### src/rtl/hamming_sec_ded_decoder.sv
// Two-stage pipelined SEC-DED decoder for {d[10:0], p0, p1, p2, p3, p4} codewords.
// It corrects single-bit errors, flags double-bit errors and keeps saturating error counters.
module hamming_sec_ded_decoder #(
  parameter int CNT_W = 8
) (
  input  logic             clk,
  input  logic             rst_n,
  input  logic             in_valid,
  output logic             in_ready,
  input  logic [15:0]      code_in,
  output logic             out_valid,
  input  logic             out_ready,
  output logic [10:0]      data_out,
  output logic             err_single,
  output logic             err_double,
  output logic [3:0]       err_pos,
  input  logic             clr_cnt,
  output logic [CNT_W-1:0] single_cnt,
  output logic [CNT_W-1:0] double_cnt
);

  localparam logic [CNT_W-1:0] CNT_MAX = {CNT_W{1'b1}};
  localparam logic [CNT_W-1:0] CNT_ONE = CNT_W'(1);

  function automatic logic [3:0] calc_syndrome(input logic [15:0] cw);
    logic [10:0] d;
    logic [3:0]  syn;
    d      = cw[15:5];
    syn[0] = cw[3] ^ d[0] ^ d[1] ^ d[3] ^ d[4] ^ d[6] ^ d[8] ^ d[10];
    syn[1] = cw[2] ^ d[0] ^ d[2] ^ d[3] ^ d[5] ^ d[6] ^ d[9] ^ d[10];
    syn[2] = cw[1] ^ d[1] ^ d[2] ^ d[3] ^ d[7] ^ d[8] ^ d[9] ^ d[10];
    syn[3] = cw[0] ^ (^d[10:4]);
    return syn;
  endfunction

  function automatic logic calc_overall(input logic [15:0] cw);
    return ^cw;
  endfunction

  // Maps a Hamming position to the data bit it carries; parity positions map to no data bit.
  function automatic logic [10:0] flip_mask(input logic [3:0] syn);
    logic [10:0] m;
    case (syn)
      4'd3:    m = 11'b000_0000_0001;
      4'd5:    m = 11'b000_0000_0010;
      4'd6:    m = 11'b000_0000_0100;
      4'd7:    m = 11'b000_0000_1000;
      4'd9:    m = 11'b000_0001_0000;
      4'd10:   m = 11'b000_0010_0000;
      4'd11:   m = 11'b000_0100_0000;
      4'd12:   m = 11'b000_1000_0000;
      4'd13:   m = 11'b001_0000_0000;
      4'd14:   m = 11'b010_0000_0000;
      4'd15:   m = 11'b100_0000_0000;
      default: m = 11'd0;
    endcase
    return m;
  endfunction

  logic             s1_valid_r;
  logic [10:0]      s1_data_r;
  logic [3:0]       s1_syn_r;
  logic             s1_ovr_r;
  logic             s2_valid_r;
  logic [10:0]      s2_data_r;
  logic             s2_single_r;
  logic             s2_double_r;
  logic [3:0]       s2_pos_r;
  logic [CNT_W-1:0] single_cnt_r;
  logic [CNT_W-1:0] double_cnt_r;
  logic             s1_adv_s;
  logic             s2_adv_s;
  logic             out_xfer_s;
  logic [10:0]      dec_data_s;
  logic             dec_single_s;
  logic             dec_double_s;
  logic [3:0]       dec_pos_s;

  assign s2_adv_s   = !s2_valid_r || out_ready;
  assign s1_adv_s   = !s1_valid_r || s2_adv_s;
  assign in_ready   = s1_adv_s;
  assign out_xfer_s = s2_valid_r && out_ready;

  assign out_valid  = s2_valid_r;
  assign data_out   = s2_data_r;
  assign err_single = s2_single_r;
  assign err_double = s2_double_r;
  assign err_pos    = s2_pos_r;
  assign single_cnt = single_cnt_r;
  assign double_cnt = double_cnt_r;

  // Stage 1: capture the raw data bits together with the syndrome and overall parity.
  always_ff @(posedge clk or negedge rst_n) begin
    if (!rst_n) begin
      s1_valid_r <= 1'b0;
      s1_data_r  <= 11'd0;
      s1_syn_r   <= 4'd0;
      s1_ovr_r   <= 1'b0;
    end else if (s1_adv_s) begin
      s1_valid_r <= in_valid;
      if (in_valid) begin
        s1_data_r <= code_in[15:5];
        s1_syn_r  <= calc_syndrome(code_in);
        s1_ovr_r  <= calc_overall(code_in);
      end else begin
        s1_data_r <= s1_data_r;
      end
    end else begin
      s1_valid_r <= s1_valid_r;
    end
  end

  // Classify the stage-1 word; an odd overall parity always means one flipped bit.
  always_comb begin
    dec_data_s   = s1_data_r;
    dec_single_s = 1'b0;
    dec_double_s = 1'b0;
    dec_pos_s    = 4'd0;
    if (s1_ovr_r) begin
      dec_single_s = 1'b1;
      dec_pos_s    = s1_syn_r;
      dec_data_s   = s1_data_r ^ flip_mask(s1_syn_r);
    end else if (s1_syn_r != 4'd0) begin
      dec_double_s = 1'b1;
    end else begin
      dec_single_s = 1'b0;
    end
  end

  // Stage 2: registered outputs, held while the consumer stalls.
  always_ff @(posedge clk or negedge rst_n) begin
    if (!rst_n) begin
      s2_valid_r  <= 1'b0;
      s2_data_r   <= 11'd0;
      s2_single_r <= 1'b0;
      s2_double_r <= 1'b0;
      s2_pos_r    <= 4'd0;
    end else if (s2_adv_s) begin
      s2_valid_r <= s1_valid_r;
      if (s1_valid_r) begin
        s2_data_r   <= dec_data_s;
        s2_single_r <= dec_single_s;
        s2_double_r <= dec_double_s;
        s2_pos_r    <= dec_pos_s;
      end else begin
        s2_data_r <= s2_data_r;
      end
    end else begin
      s2_valid_r <= s2_valid_r;
    end
  end

  // Saturating error counters, bumped on delivered words; clear wins over increment.
  always_ff @(posedge clk or negedge rst_n) begin
    if (!rst_n) begin
      single_cnt_r <= {CNT_W{1'b0}};
      double_cnt_r <= {CNT_W{1'b0}};
    end else if (clr_cnt) begin
      single_cnt_r <= {CNT_W{1'b0}};
      double_cnt_r <= {CNT_W{1'b0}};
    end else begin
      if (out_xfer_s && s2_single_r && (single_cnt_r != CNT_MAX)) begin
        single_cnt_r <= single_cnt_r + CNT_ONE;
      end else begin
        single_cnt_r <= single_cnt_r;
      end
      if (out_xfer_s && s2_double_r && (double_cnt_r != CNT_MAX)) begin
        double_cnt_r <= double_cnt_r + CNT_ONE;
      end else begin
        double_cnt_r <= double_cnt_r;
      end
    end
  end

endmodule

### config.mk
export PLATFORM = sky130hd
export DESIGN_NAME = hamming_sec_ded_decoder
export DESIGN_NICKNAME = d
export VERILOG_FILES = /design/src/rtl/hamming_sec_ded_decoder.sv
export SDC_FILE = /design/constraint.sdc
export NUM_CORES = 1
export LEC_CHECK = 0
export BUFFER_PORTS_ARGS = -buffer_cell sky130_fd_sc_hd__buf_2
export CORE_MARGIN = 5
export CORE_UTILIZATION = 40
export DETAILED_ROUTE_END_ITERATION = 8
export GPL_TIMING_DRIVEN = 0
export PLACE_DENSITY_LB_ADDON = 0.05
export RECOVER_POWER = 25
export SYNTH_ARGS = -nofsm -noshare
export SYNTH_HDL_FRONTEND = slang
export SYNTH_SLANG_ARGS = --single-unit
### constraint.sdc
create_clock -name clk -period 3.1 [get_ports clk]
set_input_delay 0.155 -clock clk [delete_from_list [all_inputs] [get_ports clk]]
set_output_delay 0.155 -clock clk [all_outputs]
set_load 0.01 [all_outputs]
# Word-level counts from Yosys, hierarchy flattened
# Memory sizes are Yosys's and may differ from the RTL's.
# Index checks and enable logic that the tools add are counted.
# word_totals
ff_bits	51
romBits	176
input_bits	21
out_inout_bits	35
wordCells	65
memories	1
# mem_list
memory	words	width	read_ports	rd_clocked_by_memory_dff	wr	line_no	rtl
(name not given)	16	11	1	0	0	43	case (syn)
# classes
n_addsub	2
eq_ne	2
n_mux	10
bitwise	23
n_reduce_logical	16
# ops
operator	count
two-way mux 8 bit	4
two-way mux 11 bit	2
XOR 1 bit	22
adder 8 x 1 -> 8 bit, second input constant	2
!= test 8 bit, second input constant	2
XOR reduction 16 bit	1
XOR 11 bit	1
XOR reduction 7 bit	1
logical AND 1 bit	5
two-way mux 4 bit	1
AND reduction 2 bit	2
nonzero test 2 bit	2
nonzero test 4 bit	1
two-way mux 1 bit	3
zero test 1 bit	2
logical OR 1 bit	2

# Depth between registers and ports, before layout
# depth
depth_word	7
depth_mapped	6

# Worst setup path after synthesis
# OpenSTA, ideal clock, no wires.
# synth_timing
path_kind	register -> register
start	register double_cnt_r[0] (netlist: double_cnt[0])
end	register double_cnt_r[5] (netlist: double_cnt[5])
t_arrival_ns	1.763
t_required_ns	3.022
setup_slack_ns	1.260
path_stages_with_launch	7
path_buffers	1
synth_period_minus_slack_ns	1.840
path_cell_list	dfrtp_1 > ha_1 > and3_1 > a21o_1 > clkbuf_1 > or4_1 > a21oi_1
# synth_between
elab_chain_len	3
elab_cells_between_ends	6
cone_classes	1 x add/sub; 1 x eq/ne; 2 x mux; 2 x reduce/logical
# synth_lines
item	line_no	rtl
from (decl)	70	logic [CNT_W-1:0] double_cnt_r;
from (signal assigned)	157	double_cnt_r <= {CNT_W{1'b0}};
from (signal assigned)	160	double_cnt_r <= {CNT_W{1'b0}};
from (signal assigned)	168	double_cnt_r <= double_cnt_r + CNT_ONE;
adder 8 x 1 -> 8 bit / != test 8 bit (equally long branches)	168, 167	
two-way mux 8 bit / logical AND 1 bit (equally long branches)	167	if (out_xfer_s && s2_double_r && (double_cnt_r != CNT_MAX)) begin
two-way mux 8 bit / nonzero test 2 bit (equally long branches)	--	
# Several ways; a longest one is shown, not always the timed one. The select of a mux whose other input is x is not followed.
# A chain may end at the register's enable or synchronous reset.

# Worst setup path in the final report
# Ends and elaborated chain as after synthesis.

==> flow_summary.rst <==
.. list-table::
   :header-rows: 1

   * - Metric
     - Value
   * - Placer congestion estimate
     - 0.781
   * - Post-CTS Resized
     - 0
   * - Wirelength, routed
     - 5420 um
   * - Via density per instance
     - 5.01
   * - Fraction of post-synthesis cell area in the top cell type by area
     - 0.494
   * - Routed WL per cell
     - 14.1 um
   * - I/O pin count
     - 56
   * - Result of the run
     - complete, no violations
   * - Internal power
     - 1.20 mW
   * - Endpoint of the worst-slack reg-to-reg timing path
     - double_cnt[5]$_DFFE_PN0P_
   * - Longest Clk Path Bufs
     - 2
   * - CP arrival
     - 2.19 ns
   * - Areal power density over the cells
     - 585 mW/mm^2
   * - Die boundary width
     - 90.3 um
   * - Switching fraction of total power
     - 0.326
   * - Worst path setup slack after routing
     - 1.14 ns
   * - Headroom to the max-slew limit
     - 0.249
   * - # placed instances
     - 378
   * - CTS sink cnt
     - 51
   * - Worst-case reg-to-reg path depth
     - 6
   * - Clk Latency, worst-skew pair
     - 0.30 ns
   * - Port bufs
     - 54
   * - Worst Clk Skew
     - 0.0102 ns
   * - Inserted Diodes
     - 0
   * - Cell leakage power
     - 1.37 nW
   * - Die outline area
     - 0.00816 mm^2
   * - Launching point of the worst reg2reg path
     - double_cnt[0]$_DFFE_PN0P_
   * - Number of nets in the synthesized netlist
     - 270
   * - Maximum ir drop on the vdd rail
     - 0.000248 V
   * - Slack of the worst reg-to-reg path
     - 1.14 ns
   * - DRC violation count after routing
     - 0
   * - Post-DP HPWL
     - 4090 um
   * - Post-CTS repair timing setup buffer count
     - 0
   * - Pin count of the biggest net entering global routing
     - 52
   * - Total global routing track utilization
     - 0.140
   * - Max-slew violation count
     - 0
   * - Overall overflow remaining after global route
     - 0
   * - Dominant synthesized flop cell
     - dfrtp_1
   * - Vias in the first global route
     - 1,981
   * - Leading area contributor after synthesis
     - dfrtp_1
   * - Router iterations before antenna repair
     - 4
   * - Area delta synth->final
     - 17.5%
   * - TritonCTS clock tree
     - yes
   * - Critical Path End
     - double_cnt[5]$_DFFE_PN0P_
   * - Post-synthesis instance area
     - 0.00258 mm^2
   * - Reported max-cap violation count
     - 0
   * - Number of rows created at floorplan
     - 29
   * - Share of layout cells above drive strength 1
     - 0.240
   * - Deepest level of the CTS H-tree
     - 2
   * - Final Hold Vio Count
     - 0
   * - Worst setup EP type
     - flip-flop
   * - Sequential fraction of design power
     - 0.492
   * - Maximum operating frequency
     - 511 MHz
   * - Largest fanout of any net on the critical path
     - 8
   * - Final critical-path share of the clock period
     - 0.631
   * - Design Power
     - 1.78 mW
   * - Initial DRC Count
     - 37
   * - Setup total negative slack
     - 0 ns
   * - Sequential element share of the synthesized area
     - 0.494
   * - Root Driver
     - clkbuf_8
   * - # hold bufs at CTS
     - 0
   * - Clock slew at reported path FFs
     - 0.09 ns
   * - Post-layout minimum cycle time
     - 1.96 ns
   * - Number of buffers created by CTS
     - 5
   * - Post-layout net count
     - 331
   * - CP Class
     - reg2reg
   * - Die Y
     - 90.3 um
   * - Starting Density
     - 0.409
   * - Instance count of the mapped netlist
     - 247
   * - Switching power
     - 0.578 mW
   * - Unrepaired setup endpoints after global routing
     - false
   * - Detailed-route via count
     - 1,929
   * - EDFF count, synth
     - 0
   * - Biggest area contributors in the synthesized netlist
     - dfrtp_1 49%, xnor2_1 9.2%, nand2_1 5.1%
   * - Clock power share
     - 0.215
   * - Setup slack at placement
     - 1.17 ns
   * - Data required, critical path
     - 3.33 ns
   * - Post-route antenna net violation count
     - 0
   * - Synth warn
     - 0
   * - Flops & latches, synth
     - 51
   * - Proportion of synthesized flip-flops having asynchronous set or reset
     - 1.00
   * - Yosys cell types
     - 36
   * - Area of the placeable core
     - 0.00631 mm^2
   * - Timing startpoint of the critical path
     - double_cnt[0]$_DFFE_PN0P_
   * - Worst-margin pin slew
     - 1.13 ns
   * - Gate power share
     - 0.293
   * - Worst hold slack
     - 0.0668 ns
   * - First-pass GRT wire length
     - 9490 um
   * - Synthesized area per cell
     - 10.5 um^2
   * - Number of standard cells in the layout, taps in and fillers out
     - 385
   * - Kind of launch point of the worst setup path
     - flip-flop
   * - Final number of setup-violating endpoints
     - 0
   * - Kind of path behind the tightest hold check
     - in2async
   * - Number of antenna violations at the first check in global routing
     - 0
## area by class of cell
cell class | instances | area, um^2
fill | 639 | 3280
sequential | 51 | 1280
multi-input combinational | 181 | 1240
timing repair buffer | 54 | 269
tap | 77 | 96.3
clock buffer | 6 | 82.6
buffer | 11 | 48.8
inverter | 4 | 15.0
clock inverter | 1 | 5.00
## synth_stat cells, drive strengths merged, types with 3 or more instances
| cell type | n |
|---|---|
| clkbuf | 9 |
| a21oi | 9 |
| xor2 | 7 |
| or3 | 4 |
| xnor3 | 3 |
| o21ai | 24 |
| nand3 | 7 |
| nand2b | 5 |
| nor2 | 13 |
| inv | 4 |
| or4 | 5 |
| xnor2 | 29 |
| o31ai | 6 |
| nand2 | 35 |
| nor3 | 4 |
| dfrtp | 51 |
| mux2 | 11 |
## stage by stage
stage               area (um^2)   util
floorplan                  2580      -
global placement           2950  0.467
detailed placement         2950  0.467
CTS                        3040  0.481
global route               3030  0.481
finish                     3030  0.481
## routing by layer
| metal | track usage | routed length, um |
|---|---|---|
| met5 | 0 | 0 |
| met4 | 0.0422 | 67 |
| met3 | 0.0392 | 263 |
| met2 | 0.233 | 2620 |
| met1 | 0.177 | 2470 |
## worst min-delay path by stage
stage | start | end | slack [ns] | cells past startpoint
global placement | in_valid | s1_valid_r$_DFFE_PN0N_ | 0.37 | 2
finish | rst_n | double_cnt[5]$_DFFE_PN0P_ | 0.07 | 1
CTS | in_valid | s1_valid_r$_DFFE_PN0N_ | 0.05 | 2
global route | in_valid | s1_valid_r$_DFFE_PN0N_ | 0.05 | 2
floorplan | rst_n | data_out[0]$_DFFE_PN0P_ | -0.14 | 0
detailed placement | in_valid | s1_valid_r$_DFFE_PN0N_ | 0.38 | 2
## kinds of logic (layout without fill, tap and decap cells)
group,after synthesis,after routing,synth area share
buffers and inverters,15,76,0.0247
DFF,51,51,0.494
muxes,13,13,0.0557
adders and majority gates,2,2,0.00969
xor gates and xnor gates,40,40,0.164
AOI/OAI and AO/OA,43,43,0.0950
and+or+nand+nor,83,83,0.157
## registers in the layout, indices dropped and copies added (netlist names), 4 cells and up
signal,flops
data_out,11
s1_data_r,11
double_cnt,8
single_cnt,8
err_pos,4
s1_syn_r,4
## power by group through the flow
stage               sequential, mW  combinational [mW]  clock [mW]
finish                       0.874               0.520       0.382
global route                 0.893               0.589       0.428
CTS                          0.875               0.533       0.396
detailed placement           0.889               0.530           0
global placement             0.886               0.527           0
floorplan                    0.905               0.319           0
## critical path, cell delays in order, from the launching register on
cell	delay (ns)
dfrtp_1	0.43
ha_1	0.24
and3_1	0.18
a21o_1	0.17
clkbuf_1	0.20
or4_1	0.51
a21oi_1	0.16
## cell usage in the layout, fill, tap and decap left out, types with 4 or more instances in the layout
| cell | Yosys | final |
|---|---|---|
| clkbuf_8 | 0 | 6 |
| a21oi_1 | 9 | 9 |
| nand3_1 | 7 | 7 |
| mux2_2 | 10 | 10 |
| or3_1 | 4 | 4 |
| or4_1 | 5 | 5 |
| xor2_1 | 7 | 7 |
| inv_1 | 4 | 4 |
| clkbuf_1 | 9 | 10 |
| nand2b_1 | 5 | 5 |
| nand2_1 | 35 | 35 |
| dfrtp_1 | 51 | 51 |
| o21ai_1 | 22 | 22 |
| nor2_1 | 13 | 13 |
| buf_2 | 0 | 53 |
| nor3_1 | 4 | 4 |
| o31ai_1 | 6 | 6 |
| xnor2_1 | 27 | 27 |
Note: power is estimated with default switching activity, not from simulation.
